<file path="src/rtl/axis_meta_rr_arb.sv">
// axis_meta_rr_arb
// Packet-aware round-robin arbiter. It merges NUM_IN rx_meta requester
// streams onto one tx_meta stream through a single output register stage.
// A requester holds the grant from its first beat until the beat that
// carries eop, so beats from different packets are never interleaved.
//
// Ports:
//   clk, rst          clock and synchronous active-high reset
//   rx_meta_*         per-port requester beats (port i at [i*W +: W])
//   rx_meta_rdy       per-port ready, at most one bit high per cycle
//   tx_meta_*         registered winner beat, vld/sop/eop, source index
//   tx_meta_rdy       downstream ready
//   drop_cnt          stray-beat counter, saturating (macro builds only)
//
// Build option: define AXIS_ARB_SOP_CHK_EN to make only sop heads eligible
// in IDLE. A head without sop is then discarded and counted in drop_cnt.
module axis_meta_rr_arb #(
  parameter  int NUM_IN = 4,
  parameter  int DATA_W = 128,
  parameter  int KEEP_W = 16,
  parameter  int TID_W  = 4,
  parameter  int TDT_W  = 4,
  localparam int SRC_W  = (NUM_IN > 1) ? $clog2(NUM_IN) : 1
) (
  input  logic                     clk,
  input  logic                     rst,
  input  logic [NUM_IN*DATA_W-1:0] rx_meta_data,
  input  logic [NUM_IN*KEEP_W-1:0] rx_meta_keep,
  input  logic [NUM_IN-1:0]        rx_meta_vld,
  input  logic [NUM_IN*TID_W-1:0]  rx_meta_tid,
  input  logic [NUM_IN*TDT_W-1:0]  rx_meta_tdt,
  input  logic [NUM_IN-1:0]        rx_meta_sop,
  input  logic [NUM_IN-1:0]        rx_meta_eop,
  output logic [NUM_IN-1:0]        rx_meta_rdy,
  output logic [DATA_W-1:0]        tx_meta_data,
  output logic [KEEP_W-1:0]        tx_meta_keep,
  output logic [TID_W-1:0]         tx_meta_tid,
  output logic [TDT_W-1:0]         tx_meta_tdt,
  output logic                     tx_meta_vld,
  output logic                     tx_meta_sop,
  output logic                     tx_meta_eop,
  output logic [SRC_W-1:0]         tx_meta_src,
  input  logic                     tx_meta_rdy
`ifdef AXIS_ARB_SOP_CHK_EN
  ,
  output logic [15:0]              drop_cnt
`endif
);

  localparam logic [0:0] ST_IDLE = 1'b0;
  localparam logic [0:0] ST_LOCK = 1'b1;

  // First set bit of req at or after ptr, wrapping; returns {found, index}.
  function automatic logic [SRC_W:0] rr_pick(input logic [NUM_IN-1:0] req,
                                              input logic [SRC_W-1:0]  ptr);
    logic             found;
    logic [SRC_W-1:0] sel;
    int               idx;
    found = 1'b0;
    sel   = '0;
    for (int k = 0; k < NUM_IN; k++) begin
      idx = (int'(ptr) + k) % NUM_IN;
      if (!found && req[idx]) begin
        found = 1'b1;
        sel   = SRC_W'(idx);
      end
    end
    return {found, sel};
  endfunction

  // Port index plus one, modulo NUM_IN.
  function automatic logic [SRC_W-1:0] ptr_inc(input logic [SRC_W-1:0] p);
    if (p == SRC_W'(NUM_IN - 1)) return '0;
    else                         return p + SRC_W'(1);
  endfunction

  logic [0:0]        r_state;
  logic [SRC_W-1:0]  r_grant;
  logic [SRC_W-1:0]  r_rr_ptr;
  logic [DATA_W-1:0] r_tx_data;
  logic [KEEP_W-1:0] r_tx_keep;
  logic [TID_W-1:0]  r_tx_tid;
  logic [TDT_W-1:0]  r_tx_tdt;
  logic              r_tx_vld;
  logic              r_tx_sop;
  logic              r_tx_eop;
  logic [SRC_W-1:0]  r_tx_src;

  logic              w_load_en;
  logic [NUM_IN-1:0] w_elig;
  logic [SRC_W:0]    w_win_pick;
  logic              w_win_found;
  logic [SRC_W-1:0]  w_win;
  logic [NUM_IN-1:0] w_rdy;
  logic [SRC_W-1:0]  w_sel;
  logic              w_drop;
  logic              w_acc;
  logic              w_fwd;
  logic              w_sel_eop;

  assign w_load_en = !r_tx_vld || tx_meta_rdy;

`ifdef AXIS_ARB_SOP_CHK_EN
  logic [15:0]       r_drop_cnt;
  logic [SRC_W:0]    w_stray_pick;
  logic              w_stray_found;
  logic [SRC_W-1:0]  w_stray;

  assign w_elig       = rx_meta_vld & rx_meta_sop;
  assign w_stray_pick = rr_pick(rx_meta_vld & ~rx_meta_sop, r_rr_ptr);
  assign {w_stray_found, w_stray} = w_stray_pick;
  assign drop_cnt     = r_drop_cnt;
`else
  assign w_elig = rx_meta_vld;
`endif

  assign w_win_pick = rr_pick(w_elig, r_rr_ptr);
  assign {w_win_found, w_win} = w_win_pick;

  // Ready generation and beat-source selection. Only the port chosen for
  // this cycle sees ready; a stray head is sunk only when no packet wins.
  always_comb begin
    w_rdy  = '0;
    w_sel  = r_grant;
    w_drop = 1'b0;
    if (rst) begin
      w_rdy = '0;
    end else begin
      case (r_state)
        ST_IDLE: begin
          if (w_win_found) begin
            w_sel        = w_win;
            w_rdy[w_win] = w_load_en;
`ifdef AXIS_ARB_SOP_CHK_EN
          end else if (w_stray_found) begin
            // Discarded beats never reach tx, so they do not wait for load_en.
            w_sel          = w_stray;
            w_rdy[w_stray] = 1'b1;
            w_drop         = 1'b1;
`endif
          end else begin
            w_sel = r_rr_ptr;
          end
        end
        ST_LOCK: begin
          w_rdy[r_grant] = w_load_en;
        end
        default: begin
          w_rdy = '0;
        end
      endcase
    end
  end

  assign rx_meta_rdy = w_rdy;
  assign w_acc       = |(w_rdy & rx_meta_vld);
  assign w_fwd       = w_acc && !w_drop;
  assign w_sel_eop   = rx_meta_eop[w_sel];

  // Output register stage: loads the accepted beat, holds while stalled.
  always_ff @(posedge clk) begin
    if (rst) begin
      r_tx_data <= '0;
      r_tx_keep <= '0;
      r_tx_tid  <= '0;
      r_tx_tdt  <= '0;
      r_tx_vld  <= 1'b0;
      r_tx_sop  <= 1'b0;
      r_tx_eop  <= 1'b0;
      r_tx_src  <= '0;
    end else if (w_load_en) begin
      r_tx_vld <= w_fwd;
      if (w_fwd) begin
        r_tx_data <= rx_meta_data[int'(w_sel)*DATA_W +: DATA_W];
        r_tx_keep <= rx_meta_keep[int'(w_sel)*KEEP_W +: KEEP_W];
        r_tx_tid  <= rx_meta_tid[int'(w_sel)*TID_W +: TID_W];
        r_tx_tdt  <= rx_meta_tdt[int'(w_sel)*TDT_W +: TDT_W];
        r_tx_sop  <= rx_meta_sop[w_sel];
        r_tx_eop  <= w_sel_eop;
        r_tx_src  <= w_sel;
      end
    end
  end

  // Arbitration state: grant is held from first beat until eop is accepted.
  always_ff @(posedge clk) begin
    if (rst) begin
      r_state  <= ST_IDLE;
      r_grant  <= '0;
      r_rr_ptr <= '0;
    end else begin
      case (r_state)
        ST_IDLE: begin
          if (w_fwd) begin
            if (w_sel_eop) begin
              r_rr_ptr <= ptr_inc(w_sel);
            end else begin
              r_grant <= w_sel;
              r_state <= ST_LOCK;
            end
          end
        end
        ST_LOCK: begin
          if (w_fwd && w_sel_eop) begin
            r_state  <= ST_IDLE;
            r_rr_ptr <= ptr_inc(r_grant);
          end
        end
        default: begin
          r_state <= ST_IDLE;
        end
      endcase
    end
  end

`ifdef AXIS_ARB_SOP_CHK_EN
  // Stray-beat counter, saturating.
  always_ff @(posedge clk) begin
    if (rst) begin
      r_drop_cnt <= 16'h0000;
    end else if (w_drop && w_acc && (r_drop_cnt != 16'hFFFF)) begin
      r_drop_cnt <= r_drop_cnt + 16'h0001;
    end
  end
`endif

  assign tx_meta_data = r_tx_data;
  assign tx_meta_keep = r_tx_keep;
  assign tx_meta_tid  = r_tx_tid;
  assign tx_meta_tdt  = r_tx_tdt;
  assign tx_meta_vld  = r_tx_vld;
  assign tx_meta_sop  = r_tx_sop;
  assign tx_meta_eop  = r_tx_eop;
  assign tx_meta_src  = r_tx_src;

endmodule

</file>
<file path="config.mk">
export PLATFORM = sky130hd
export DESIGN_NAME = axis_meta_rr_arb
export DESIGN_NICKNAME = d
export VERILOG_FILES = /design/src/rtl/axis_meta_rr_arb.sv
export SDC_FILE = /design/constraint.sdc
export NUM_CORES = 1
export LEC_CHECK = 0
export CAP_MARGIN = 20
export CORE_AREA = 5 5 303 305
export DETAILED_ROUTE_END_ITERATION = 8
export DIE_AREA = 0 0 308 310
export SYNTH_ARGS = -nofsm -noshare
export SYNTH_HDL_FRONTEND = slang
export SYNTH_SLANG_ARGS = --single-unit
</file>
<file path="constraint.sdc">
create_clock -name clk -period 4.71 [get_ports clk]
set_clock_uncertainty 0.15 [all_clocks]
set_input_delay 0.942 -clock clk [delete_from_list [all_inputs] [get_ports clk]]
set_output_delay 0.942 -clock clk [all_outputs]
set_load 0.05 [all_outputs]
</file>
==> out/results.tsv <==
metric	value	unit
synth_warnings	0	
ctsHoldBuffers	0	
setup_viol	0	
synth_top_area_cell	dfxtp_1	
grt_max_degree	85	
postRouteAntennaNets	0	
cp_max_fo	7	
setup.worst_path.end_class	output pin	
p_per_area	416.8	nW/um2
drtPass1Iterations	5	
cts_buffers	17	
synth.cell_area	9686	um2
slew_headroom	0.2883	
switching_share	0.4632	
fillers	9771	
preCtsSetupSlack	0.5713	ns
track_usage	0.1184	
drt_iter0_drc	592	
drive_above_1_share	0.05017	
grt_pass1_wl	82700	um
hold_class	reg -> reg	
max_stage_delay	0.52	ns
syn_area_per_cell	9.863	um2
fp.dieArea	95480	um2
synth_top_area_share	0.3348	
cts-resized-gates	0	
place.gp.congestion	0.8653	
reg2reg_depth	8	
tightest_slew	1.067	ns
crit_buf_inv	2	
switching_power	3.761	mW
grt-ovfl-total	0	
die_h	310	um
crit_path_top_delay_cell	clkdlybuf4s50_1	
rsz0062_at_grt	no	
totalWireLength	61160	um
cp_top_family	compound AO/OA/AOI/OAI gates	
wire_per_inst	20.99	um
cts_buffer_depth	2	
cp.depth	6	
nNetsFinal	2348	
htree_levels	4	
seq_area_frac_synth	0.3348	
maxCapViolations	0	
final_common_cell	clkdlybuf4s50_1	
fp.dieW	308	um
start_kind	input pin	
vias_per_cell	3.866	
max_freq	250.9	MHz
postCtsSetupRepairBufs	0	
drv_slew	0	
place_area	18880	um2
status	finished, final reports clean	
layout_min_cycle_time	3.986	ns
initial_core_util	0.1088	
grt_pass1_vias	11585	
path_class	in -> out	
fin_setup_tns	0	ns
crit_path_cell_trace	clkdlybuf4s50_1, nor2b_1, a211oi_1, o21ai_0, o21ai_0, buf_12	
clkPwrFrac	0.183	
final_cell_mix	779 x clkdlybuf4s50_1, 308 x mux2i_1, 162 x dfxtp_1, 159 x nand3_1, 155 x o221ai_1	
io_buffers	783	
p_int	4.357	mW
core-area	89050	um2
hold_path_depth	2	
cts_tree	built	
root_buffer	clkbuf_16	
pwr-share-seq	0.247	
syn_inst	982	
ys_types	42	
syn2layout_area_growth	101.1	%
cts.sinks	162	
hpwl	50970	um
ir_worst_vdd	243.0	uV
antenna_found_initial	6	
vias	11266	
crit_path_frequent_cell	o21ai_0	
fin_ws	0.7242	ns
cp_data_arrival_time	2.89	ns
drc	0	
ioPinCount	784	
pwr-share-comb	0.570	
min_period_over_period	0.8462	
required	3.62	ns
clk_latency	0.47	ns
syn_nets	1609	
stdcell_area	19480	um2
core.rowCount	110	
clkTransAtPathRegs	0.07	ns
ys_ff_latch	162	
synth.area.top_cells	dfxtp_1 33%, mux2i_1 32%, o221ai_1 14%, nand3_1 8.2%, clkbuf_1 2.0%	
p_leak	7.005	nW
hold_viol_final	0	
power groups by stage:
stage	Clock, mW	Combinational, mW	Sequential (mW)
CTS	1.57	4.72	2.01
global placement	0	4.72	2.02
finish	1.49	4.62	2.01
detailed placement	0	4.71	2.03
global route	1.61	4.86	2.06
floorplan	0	1.38	3.30
cells in the mapped netlist (all sizes together):
| library cell | n |
|---|---|
| a311oi | 1 |
| inv | 7 |
| a41oi | 1 |
| o211ai | 1 |
| mux2i | 308 |
| o221ai | 155 |
| nor2b | 5 |
| a31oi | 2 |
| o21ai | 10 |
| a2111o | 1 |
| a2111oi | 1 |
| or4 | 1 |
| and3 | 3 |
| a211oi | 4 |
| nand2 | 12 |
| nor3 | 1 |
| buf | 53 |
| nand3 | 159 |
| o211a | 1 |
| nand4 | 2 |
| o2111ai | 2 |
| a21oi | 9 |
| a22oi | 2 |
| o31ai | 2 |
| dfxtp | 162 |
| a21o | 1 |
| or2 | 2 |
| a211o | 1 |
| ha | 4 |
| nand2b | 4 |
| o21ba | 1 |
| clkbuf | 51 |
| nor2 | 10 |
| o21a | 2 |
| mux2 | 1 |
path summary, 6_finish.rpt:
kind,startpoint,end,slack [ns]
max,rx_meta_vld[2],rx_meta_rdy[1],0.72
min,tx_meta_src[0]$_SDFFE_PP0P_,tx_meta_src[0]$_SDFFE_PP0P_,0.31
max reg2reg,r_grant[1]$_SDFFE_PP0P_,tx_meta_keep[4]$_SDFFE_PP0P_,1.64
min reg2reg,tx_meta_src[0]$_SDFFE_PP0P_,tx_meta_src[0]$_SDFFE_PP0P_,0.31
cells by family after synthesis:
| family | Yosys count | share of synthesized area |
|---|---|---|
| buffers and inverters | 111 | 0.06343 |
| and+or+nand+nor | 199 | 0.1048 |
| muxes | 309 | 0.3195 |
| adders and majority gates | 4 | 0.005167 |
| DFF | 162 | 0.3348 |
| AOI/OAI and AO/OA | 197 | 0.1723 |
through the flow:
step / util / instances / total power, mW / hold WS, ns
after floorplan: - / 982 / 4.675 / 0.3250
after global placement: 0.2120 / 2878 / 6.737 / 0.2986
after detailed placement: 0.2120 / 2878 / 6.737 / 0.3001
after CTS: 0.2186 / 2910 / 8.301 / 0.3137
after global routing: 0.2187 / 2912 / 8.524 / 0.3316
final: 0.2187 / 2914 / 8.118 / 0.3092
worst reg2reg max path: stages, from the launching register on:
cell and delay [ns]:
dfxtp_1 0.52, inv_1 0.11, ha_1 0.23, a22oi_1 0.20, nand2_1 0.12, a21oi_4 0.26, nand2b_4 0.17, buf_4 0.68
o221ai_1 0.46
metal layers:
metal  GRT usage  part of all wire  routed length [um]
met5           0           0.00049                  30
met4     0.03160             0.019                1151
met3     0.03505             0.076                4649
met2      0.2020              0.48               29480
met1      0.1464              0.42               25850
state kept, by name, indices dropped and copies added, names as in the netlist, named ones only:
name	cells
r_rr_ptr	2
tx_meta_vld	1
r_grant	2
tx_meta_data	128
tx_meta_eop	1
tx_meta_tdt	4
tx_meta_sop	1
tx_meta_src	2
tx_meta_tid	4
tx_meta_keep	16
final cells by class:
class,instances,area [um2],area share
clock buffers,18,429.2,0.02204
flip-flops and latches,162,3243,0.1665
multi-input cells,709,5838,0.2998
repair buffers,824,8298,0.4261
diodes,4,10.01,0.0005139
clock inverters,14,155.1,0.007966
well taps,1176,1471,0.07555
inverters,7,31.28,0.001606
Note: power is estimated with default switching activity, not from simulation.
